**src/rtl/riscV_unrn_pkg.sv**
```systemverilog
// Shared trap-controller types: cause codes, FSM state enum and the decoded event vector.
package riscV_unrn_pkg;

   localparam int unsigned XLEN = 32;

   localparam logic [XLEN-1:0] M_TIMER_INT          = 32'h8000_0007;
   localparam logic [XLEN-1:0] EXC_INSTR_MISALIGNED = 32'd0;
   localparam logic [XLEN-1:0] EXC_ILLEGAL_INSTR    = 32'd2;
   localparam logic [XLEN-1:0] EXC_BREAKPOINT       = 32'd3;
   localparam logic [XLEN-1:0] EXC_LOAD_MISALIGNED  = 32'd4;
   localparam logic [XLEN-1:0] EXC_STORE_MISALIGNED = 32'd6;
   localparam logic [XLEN-1:0] EXC_ECALL_M          = 32'd11;

   typedef enum logic [1:0] {
      IDLE   = 2'd0,
      SAVE   = 2'd1,
      VECTOR = 2'd2,
      RETURN = 2'd3
   } trap_state_t;

   typedef struct packed {
      logic mtime;
      logic instr_mis;
      logic illegal;
      logic ebreak;
      logic load_mis;
      logic store_mis;
      logic ecall;
   } trap_evt_t;

   // Trap vector base: mtvec with the mode bits cleared.
   function automatic logic [XLEN-1:0] vec_base(input logic [XLEN-1:0] mtvec);
      return {mtvec[XLEN-1:2], 2'b00};
   endfunction

endpackage

```
**src/rtl/trap_prio_enc.sv**
```systemverilog
// Combinational trap priority encoder: picks the highest-priority event and its cause/info word.
module trap_prio_enc
   import riscV_unrn_pkg::*;
(
   input  trap_evt_t       evt_i,
   input  logic [XLEN-1:0] pc_i,
   input  logic [XLEN-1:0] instr_i,
   input  logic [XLEN-1:0] fault_addr_i,
   output logic            valid_c,
   output logic [XLEN-1:0] cause_c,
   output logic [XLEN-1:0] info_c
);

   always_comb begin
      valid_c = 1'b1;
      cause_c = '0;
      info_c  = '0;
      if (evt_i.mtime) begin
         cause_c = M_TIMER_INT;
      end else if (evt_i.instr_mis) begin
         cause_c = EXC_INSTR_MISALIGNED;
         info_c  = fault_addr_i;
      end else if (evt_i.illegal) begin
         cause_c = EXC_ILLEGAL_INSTR;
         info_c  = instr_i;
      end else if (evt_i.ebreak) begin
         cause_c = EXC_BREAKPOINT;
         info_c  = pc_i;
      end else if (evt_i.load_mis) begin
         cause_c = EXC_LOAD_MISALIGNED;
         info_c  = fault_addr_i;
      end else if (evt_i.store_mis) begin
         cause_c = EXC_STORE_MISALIGNED;
         info_c  = fault_addr_i;
      end else if (evt_i.ecall) begin
         cause_c = EXC_ECALL_M;
      end else begin
         valid_c = 1'b0;
      end
   end

endmodule

```
**src/rtl/trap_ctrl.sv**
```systemverilog
// Machine-mode trap controller: IDLE -> SAVE -> VECTOR for traps, IDLE -> RETURN for mret.
// Build option TRAP_CTRL_VECTORED_INT_EN: interrupts vector to base + 4*cause.
module trap_ctrl
   import riscV_unrn_pkg::*;
#(
   parameter logic [31:0] RESET_VECTOR = 32'h0000_0000,
   parameter int unsigned TRAP_CNT_W   = 16
) (
   input  logic                  clk,
   input  logic                  rst_n,
   input  logic                  instr_valid_i,
   input  logic [31:0]           pc_i,
   input  logic [31:0]           instr_i,
   input  logic [31:0]           fault_addr_i,
   input  logic                  instr_misaligned_i,
   input  logic                  illegal_instr_i,
   input  logic                  ebreak_i,
   input  logic                  load_misaligned_i,
   input  logic                  store_misaligned_i,
   input  logic                  ecall_i,
   input  logic                  mret_i,
   input  logic                  mtime_exc_i,
   input  logic [31:0]           mtvec_i,
   input  logic [31:0]           mepc_i,
   output logic                  excRequest_o,
   output logic [31:0]           excCause_o,
   output logic [31:0]           trapInfo_o,
   output logic [31:0]           excPc_o,
   output logic                  stall_o,
   output logic                  redirect_o,
   output logic [31:0]           redirect_pc_o,
   output logic                  mret_o,
   output logic [TRAP_CNT_W-1:0] trap_cnt_o
);

   trap_state_t           state_q, state_d;
   logic [31:0]           cause_q, cause_d;
   logic [31:0]           epc_q, epc_d;
   logic [31:0]           info_q, info_d;
   logic [TRAP_CNT_W-1:0] cnt_q, cnt_d;

   trap_evt_t   evt;
   logic        enc_valid_c;
   logic [31:0] enc_cause_c;
   logic [31:0] enc_info_c;
   logic [31:0] vec_off;

   assign evt = '{mtime:     mtime_exc_i,
                  instr_mis: instr_misaligned_i,
                  illegal:   illegal_instr_i,
                  ebreak:    ebreak_i,
                  load_mis:  load_misaligned_i,
                  store_mis: store_misaligned_i,
                  ecall:     ecall_i};

   trap_prio_enc u_prio (
      .evt_i        (evt),
      .pc_i         (pc_i),
      .instr_i      (instr_i),
      .fault_addr_i (fault_addr_i),
      .valid_c      (enc_valid_c),
      .cause_c      (enc_cause_c),
      .info_c       (enc_info_c)
   );

`ifdef TRAP_CTRL_VECTORED_INT_EN
   // Interrupt causes have bit 31 set; exceptions keep the base address.
   assign vec_off = cause_q[31] ? {cause_q[29:0], 2'b00} : 32'd0;
`else
   assign vec_off = 32'd0;
`endif

   always_ff @(posedge clk or negedge rst_n) begin
      if (!rst_n) begin
         state_q <= IDLE;
         cause_q <= '0;
         epc_q   <= '0;
         info_q  <= '0;
         cnt_q   <= '0;
      end else begin
         state_q <= state_d;
         cause_q <= cause_d;
         epc_q   <= epc_d;
         info_q  <= info_d;
         cnt_q   <= cnt_d;
      end
   end

   // Outputs decode the state register; stall in IDLE must react to this cycle's events.
   always_comb begin
      state_d       = state_q;
      cause_d       = cause_q;
      epc_d         = epc_q;
      info_d        = info_q;
      cnt_d         = cnt_q;
      stall_o       = 1'b0;
      excRequest_o  = 1'b0;
      excCause_o    = '0;
      trapInfo_o    = '0;
      excPc_o       = '0;
      redirect_o    = 1'b0;
      redirect_pc_o = RESET_VECTOR;
      mret_o        = 1'b0;

      case (state_q)
         IDLE: begin
            if (rst_n && instr_valid_i) begin
               if (enc_valid_c) begin
                  state_d = SAVE;
                  cause_d = enc_cause_c;
                  epc_d   = pc_i;
                  info_d  = enc_info_c;
                  cnt_d   = cnt_q + TRAP_CNT_W'(1);
                  stall_o = 1'b1;
               end else if (mret_i) begin
                  state_d = RETURN;
                  stall_o = 1'b1;
               end
            end
         end
         SAVE: begin
            stall_o      = 1'b1;
            excRequest_o = 1'b1;
            excCause_o   = cause_q;
            trapInfo_o   = info_q;
            excPc_o      = epc_q;
            state_d      = VECTOR;
         end
         VECTOR: begin
            stall_o       = 1'b1;
            redirect_o    = 1'b1;
            redirect_pc_o = vec_base(mtvec_i) + vec_off;
            state_d       = IDLE;
         end
         RETURN: begin
            stall_o       = 1'b1;
            redirect_o    = 1'b1;
            mret_o        = 1'b1;
            redirect_pc_o = mepc_i;
            state_d       = IDLE;
         end
         default: state_d = IDLE;
      endcase
   end

   assign trap_cnt_o = cnt_q;

endmodule

```
**config.mk**
```make
export PLATFORM = sky130hd
export DESIGN_NAME = trap_ctrl
export DESIGN_NICKNAME = d
export VERILOG_FILES = /design/src/rtl/riscV_unrn_pkg.sv /design/src/rtl/trap_prio_enc.sv /design/src/rtl/trap_ctrl.sv
export SDC_FILE = /design/constraint.sdc
export NUM_CORES = 1
export LEC_CHECK = 0
export ABC_AREA = 1
export CORE_AREA = 2 2 124 126
export DETAILED_ROUTE_END_ITERATION = 7
export DIE_AREA = 0 0 126 128
export DONT_BUFFER_PORTS = 1
export SETUP_SLACK_MARGIN = 0.05
export SYNTH_ARGS = -nofsm -noshare
export SYNTH_HDL_FRONTEND = slang
export SYNTH_SLANG_ARGS = --single-unit
```
**constraint.sdc**
```tcl
create_clock -name clk -period 1.25 [get_ports clk]
set_input_delay 0.3125 -clock clk [delete_from_list [all_inputs] [get_ports clk]]
set_output_delay 0.3125 -clock clk [all_outputs]
set_load 0.02 [all_outputs]
```
# After elaboration in Yosys (flattened, before gate mapping)
# Index checks and enable logic that the tools add are counted.
# Widths: inputs -> output; s select.
[totals]
latch_bits = 0
reg_bits = 114
rom_bits = 0
n_memories = 0
mem_bits_rw = 0
elab_cells = 52
out_inout_bits = 148
in_bits = 171
[op_classes]
n_div = 0
reduce_logical = 6
mux = 35
multipliers = 0
n_lt_le_gt_ge = 0
shifts = 0
n_bitwise = 0
n_addsub = 1
n_eq_ne = 5
[ops]
columns = ["cell", "count"]
rows = [
  ["$mux 32", 15],
  ["$pmux 32 s2", 1],
  ["$add 16x1->16 const B", 1],
  ["$mux 1", 13],
  ["$mux 2", 3],
  ["$pmux 2 s3", 1],
  ["$eq 2x2->1 const B", 2],
  ["$mux 4", 1],
  ["$ne 3x3->1 const B", 1],
  ["$reduce_and 3->1", 1],
  ["$reduce_or 3->1", 1],
  ["$eq 2x1->1 const B", 1],
  ["$logic_not 2->1", 1],
  ["$ne 2x2->1 const B", 1],
  ["$pmux 1 s2", 1],
  ["$reduce_and 2->1", 1],
  ["$reduce_or 2->1", 1],
  ["$logic_and 1x1->1", 1],
]

# Logic depth before layout (Yosys ltp)
[depth]
word_depth = 10
ltp_mapped = 9
ltp_nobuf = 8

# By module
# From an unflattened synthesis, not the netlist that was laid out.
[unflattened]
cells_unflattened = 1007
hier_area_um2 = 7098.1
[by_module_without_submodules]
columns = ["mod", "n_inst", "cells_each", "area_each_um2", "seq_area_each_um2"]
rows = [
  ["trap_ctrl", 1, 744, 5602.9, 2852.7],
  ["trap_prio_enc", 1, 263, 1495.2, 0.0],
]

# Worst setup path before layout
# OpenSTA, ideal clock, no wires.
[synth_timing]
kind = "flip-flop to output port"
start = "reg state_q[0]"
end = "out excCause_o[0]"
slack_ps = -472
arrival_ps = 1409
stages_incl_launch_ff = 7
path_buffers = 2
path_cell_list = "dfrtp_1 -> inv_1 -> nor2_4 -> inv_2 -> buf_2 -> buf_6 -> nor2_1"
[synth_between]
elab_chain_len = 2
[synth_lines]
columns = ["element", "line", "rtl"]
rows = [
  ["start, declared", "trap_ctrl.sv:36", "trap_state_t state_q, state_d;"],
  ["start signal, assigned", "trap_ctrl.sv:81", "state_q <= state_d;"],
  ["$eq 2x1->1", "trap_ctrl.sv:105", "case (state_q)"],
  ["$mux 32", "trap_ctrl.sv:105", ""],
  ["end, declared", "trap_ctrl.sv:26", "output logic [31:0] excCause_o,"],
]
# Every way passes these cells.

# Worst setup path in the final report
[layout_timing]
start = "reg state_q[1]"
end = "out trapInfo_o[11]"
[layout_between]
elab_chain_len = 2
[layout_lines]
columns = ["element", "line", "rtl"]
rows = [
  ["$eq 2x1->1", "trap_ctrl.sv:105", ""],
  ["$mux 32", "trap_ctrl.sv:105", ""],
  ["end, declared", "trap_ctrl.sv:27", "output logic [31:0] trapInfo_o,"],
]
# Every way passes these cells.

==> results.yml <==
outcome:
  status: "finished with violations"
  violations: "hold timing, setup timing"
floorplan:
  die_h_um: 128
  dieWidth_um: 126
  fp-row-count: 45
  initial_core_util_pct: 39.1
  die-area_um2: 16100
  ioPinCount: 319
  coreArea_um2: 14900
clock_tree:
  htreeDepth: 3
  clk_path_buf_depth: 2
  cts_tree: "yes"
  clock_latency_ns: 0.34
  root_buffer: "clkbuf_16"
  clock_sinks: 87
  cts_inserted_buffers: 9
  cts.clk_slew.worst_paths_ns: 0.06
yosys:
  synth_cell_types: 29
  syn_avg_cell_area_um2: 6.38
  postSynthCellCount: 910
  yosysWarnings: 0
  synth_area_um2: 5810
  ys_seq_area_share_pct: 37.5
  synth-seq-cells: 87
pwr:
  ir_worst_vdd_mv: 0.554
  powerDensity_nw_per_um2: 1060
  leakagePower_nw: 4.11
flow_run:
  cap_viol_max_count: 0
timing:
  rsz0062_at_grt: "yes"
  finalHoldViolCount: 87
  setup_viol: 196
  fin_worst_skew_ns: 0.00852
  holdWs_ns: -0.339
  period_minus_slack_ns: 1.86
  slew_viol_final: 0
  min_period_over_period_pct: 149
  timing.fmax_ghz: 0.538
  timing.final.ws_setup_ns: -0.609
grt:
  grt_start_max_net_pins: 89
  grt_pass1_vias: 5822
  grtUsageTotal_pct: 25.2
  gr-total-overflow: 0
  antenna_found_initial: 0
  grt_pass1_wl_um: 31700
worst_hold_path:
  min_path_type: "input port to async pin"
drt:
  num_vias: 6071
  routed_wl_um: 21800
  wl_per_cell_um: 18.4
  drt-initial-drc-count: 219
  via_per_inst: 5.14
  drt-pass1-iter-count: 4
  postRouteAntennaNets: 0
  drcViolationCount: 0
worst_setup_path:
  path_class: "flip-flop to output port"
  r2r-start: "state_q[1]"
  required_ns: 0.94
  crit_path_max_fanout: 7
  worst_setup_path_end_kind: "output port"
  startpoint: "state_q[1]"
  slowest_stage: "dfrtp_1"
  crit_arrival_ns: 1.55
  start_kind: "flip-flop"
  max_stage_delay_ns: 0.38
  path_cells: "buf_6 -> nor2_4 -> inv_8 -> buf_12 -> buf_12 -> nor2_4"
finish:
  multiInputGateArea_um2: 3920
  nNetsFinal: 1159
  drive_above_1_share_pct: 32.9
  utilization_pct: 59.1
  layout_common_cells: "nand2_1 (326), inv_1 (88), dfrtp_1 (82)"
  fillCellCount: 1332
  final_common_cell: "nand2_1"
  regArea_um2: 2180
  final_area_um2: 8780
  antennaDiodeCount: 0
  area_growth_pct: 51.2
place:
  hpwl_um: 13600
  gp_congestion: 0.815
  dpl_cell_area_um2: 6980
  io_buffers: 0
cell families after synthesis:
logic type / Yosys count / share of synthesized area [%]
and+or+nand+nor: 591 / 42.1
buffers and inverters: 177 / 15.0
DFF: 87 / 37.5
AOI/OAI and AO/OA: 47 / 4.18
xor gates and xnor gates: 6 / 0.905
adders and majority gates: 1 / 0.215
other: 1 / 0.0646
cell type report:
type | instances | area share [%]
clock buffers | 11 | 2.65
clock inverters | 5 | 0.399
inverters | 95 | 4.48
multi-input cells | 673 | 44.7
flip-flops and latches | 87 | 24.9
well taps | 188 | 2.68
repair buffers | 118 | 19.7
repair inverters | 3 | 0.542
power breakdown:
group	switching, mW	internal [mW]	leakage (nW)	total, mW
clock network	1.16	1.35	0.129	2.50
registers	0.247	3.27	1.11	3.52
logic	1.94	1.31	2.87	3.25
total	3.34	5.93	4.11	9.27
state kept, by name, summed over array words and instances, names as in the netlist:
| signal | count |
|---|---|
| epc_q | 32 |
| state_q | 2 |
| info_q | 32 |
| cause_q | 5 |
| trap_cnt_o | 16 |
layer usage:
layer | GRT usage, % | up-vias | wire, um | share of wire (%)
met1 | 30.0 | 2888 | 8310 | 38
met3 | 4.97 | 34 | 1500 | 6.9
met4 | 7.56 | 0 | 583 | 2.7
li1 | - | 2897 | - | -
met2 | 46.0 | 252 | 11400 | 52
met5 | 0 | - | 0 | 0
through the flow:
| stage | total power [mW] | hold WS [ns] | cells | setup TNS (ns) | setup slack (ns) |
|---|---|---|---|---|---|
| after floorplan | 5.50 | 0.0169 | 936 | -28.25 | -0.275 |
| after global placement | 6.07 | 0.0185 | 1115 | -36.80 | -0.276 |
| after detailed placement | 6.10 | 0.0184 | 1115 | -38.15 | -0.308 |
| after CTS | 9.12 | -0.352 | 1170 | -93.28 | -0.599 |
| after global routing | 9.74 | -0.354 | 1180 | -106.08 | -0.655 |
| final | 9.27 | -0.339 | 1180 | -94.64 | -0.609 |
Yosys cell counts, drive strengths merged:
cell type	n	area, um^2
a21boi	1	7.51
a21oi	4	20.0
buf	56	418
clkbuf	26	97.6
clkinv	2	7.51
conb	1	3.75
dfrtp	87	2180
ha	1	12.5
inv	93	349
nand2	381	1440
nand3	104	521
nand4	8	50.1
nor2	97	422
nor3	1	10.0
o21a	1	7.51
o21ai	40	200
o21bai	1	7.51
xnor2	3	26.3
xor2	3	26.3
critical path, delay by kind of cell, from the launching register on:
family / cells / cell delay, ns
and+or+nand+nor: 2 / 0.30
DFF: 1 / 0.38
buffers and inverters: 4 / 0.51
worst paths after layout:
check                                      end  slack [ns]  depth (start not counted)
min in group clk                      epc_q[7]        0.09                          2
worst min-delay path            trap_cnt_o[15]       -0.34                          0
worst max register to register      info_q[20]       -0.51                         11
max in group asynchronous           state_q[0]        1.34                          0
worst max-delay path            trapInfo_o[11]       -0.61                          6
worst min register to register       info_q[0]        0.47                          2
timing repair:
| item | in CTS | in global routing |
|---|---|---|
| pin swaps | 28 | 31 |
| setup buffers | 22 | 6 |
| endpoints found under the setup margin | 205 | 207 |
| cloned | 18 | 8 |
| resized for setup | 121 | 67 |
| hold endpoints to repair | 87 | 87 |
Note: power is estimated with default switching activity, not from simulation.
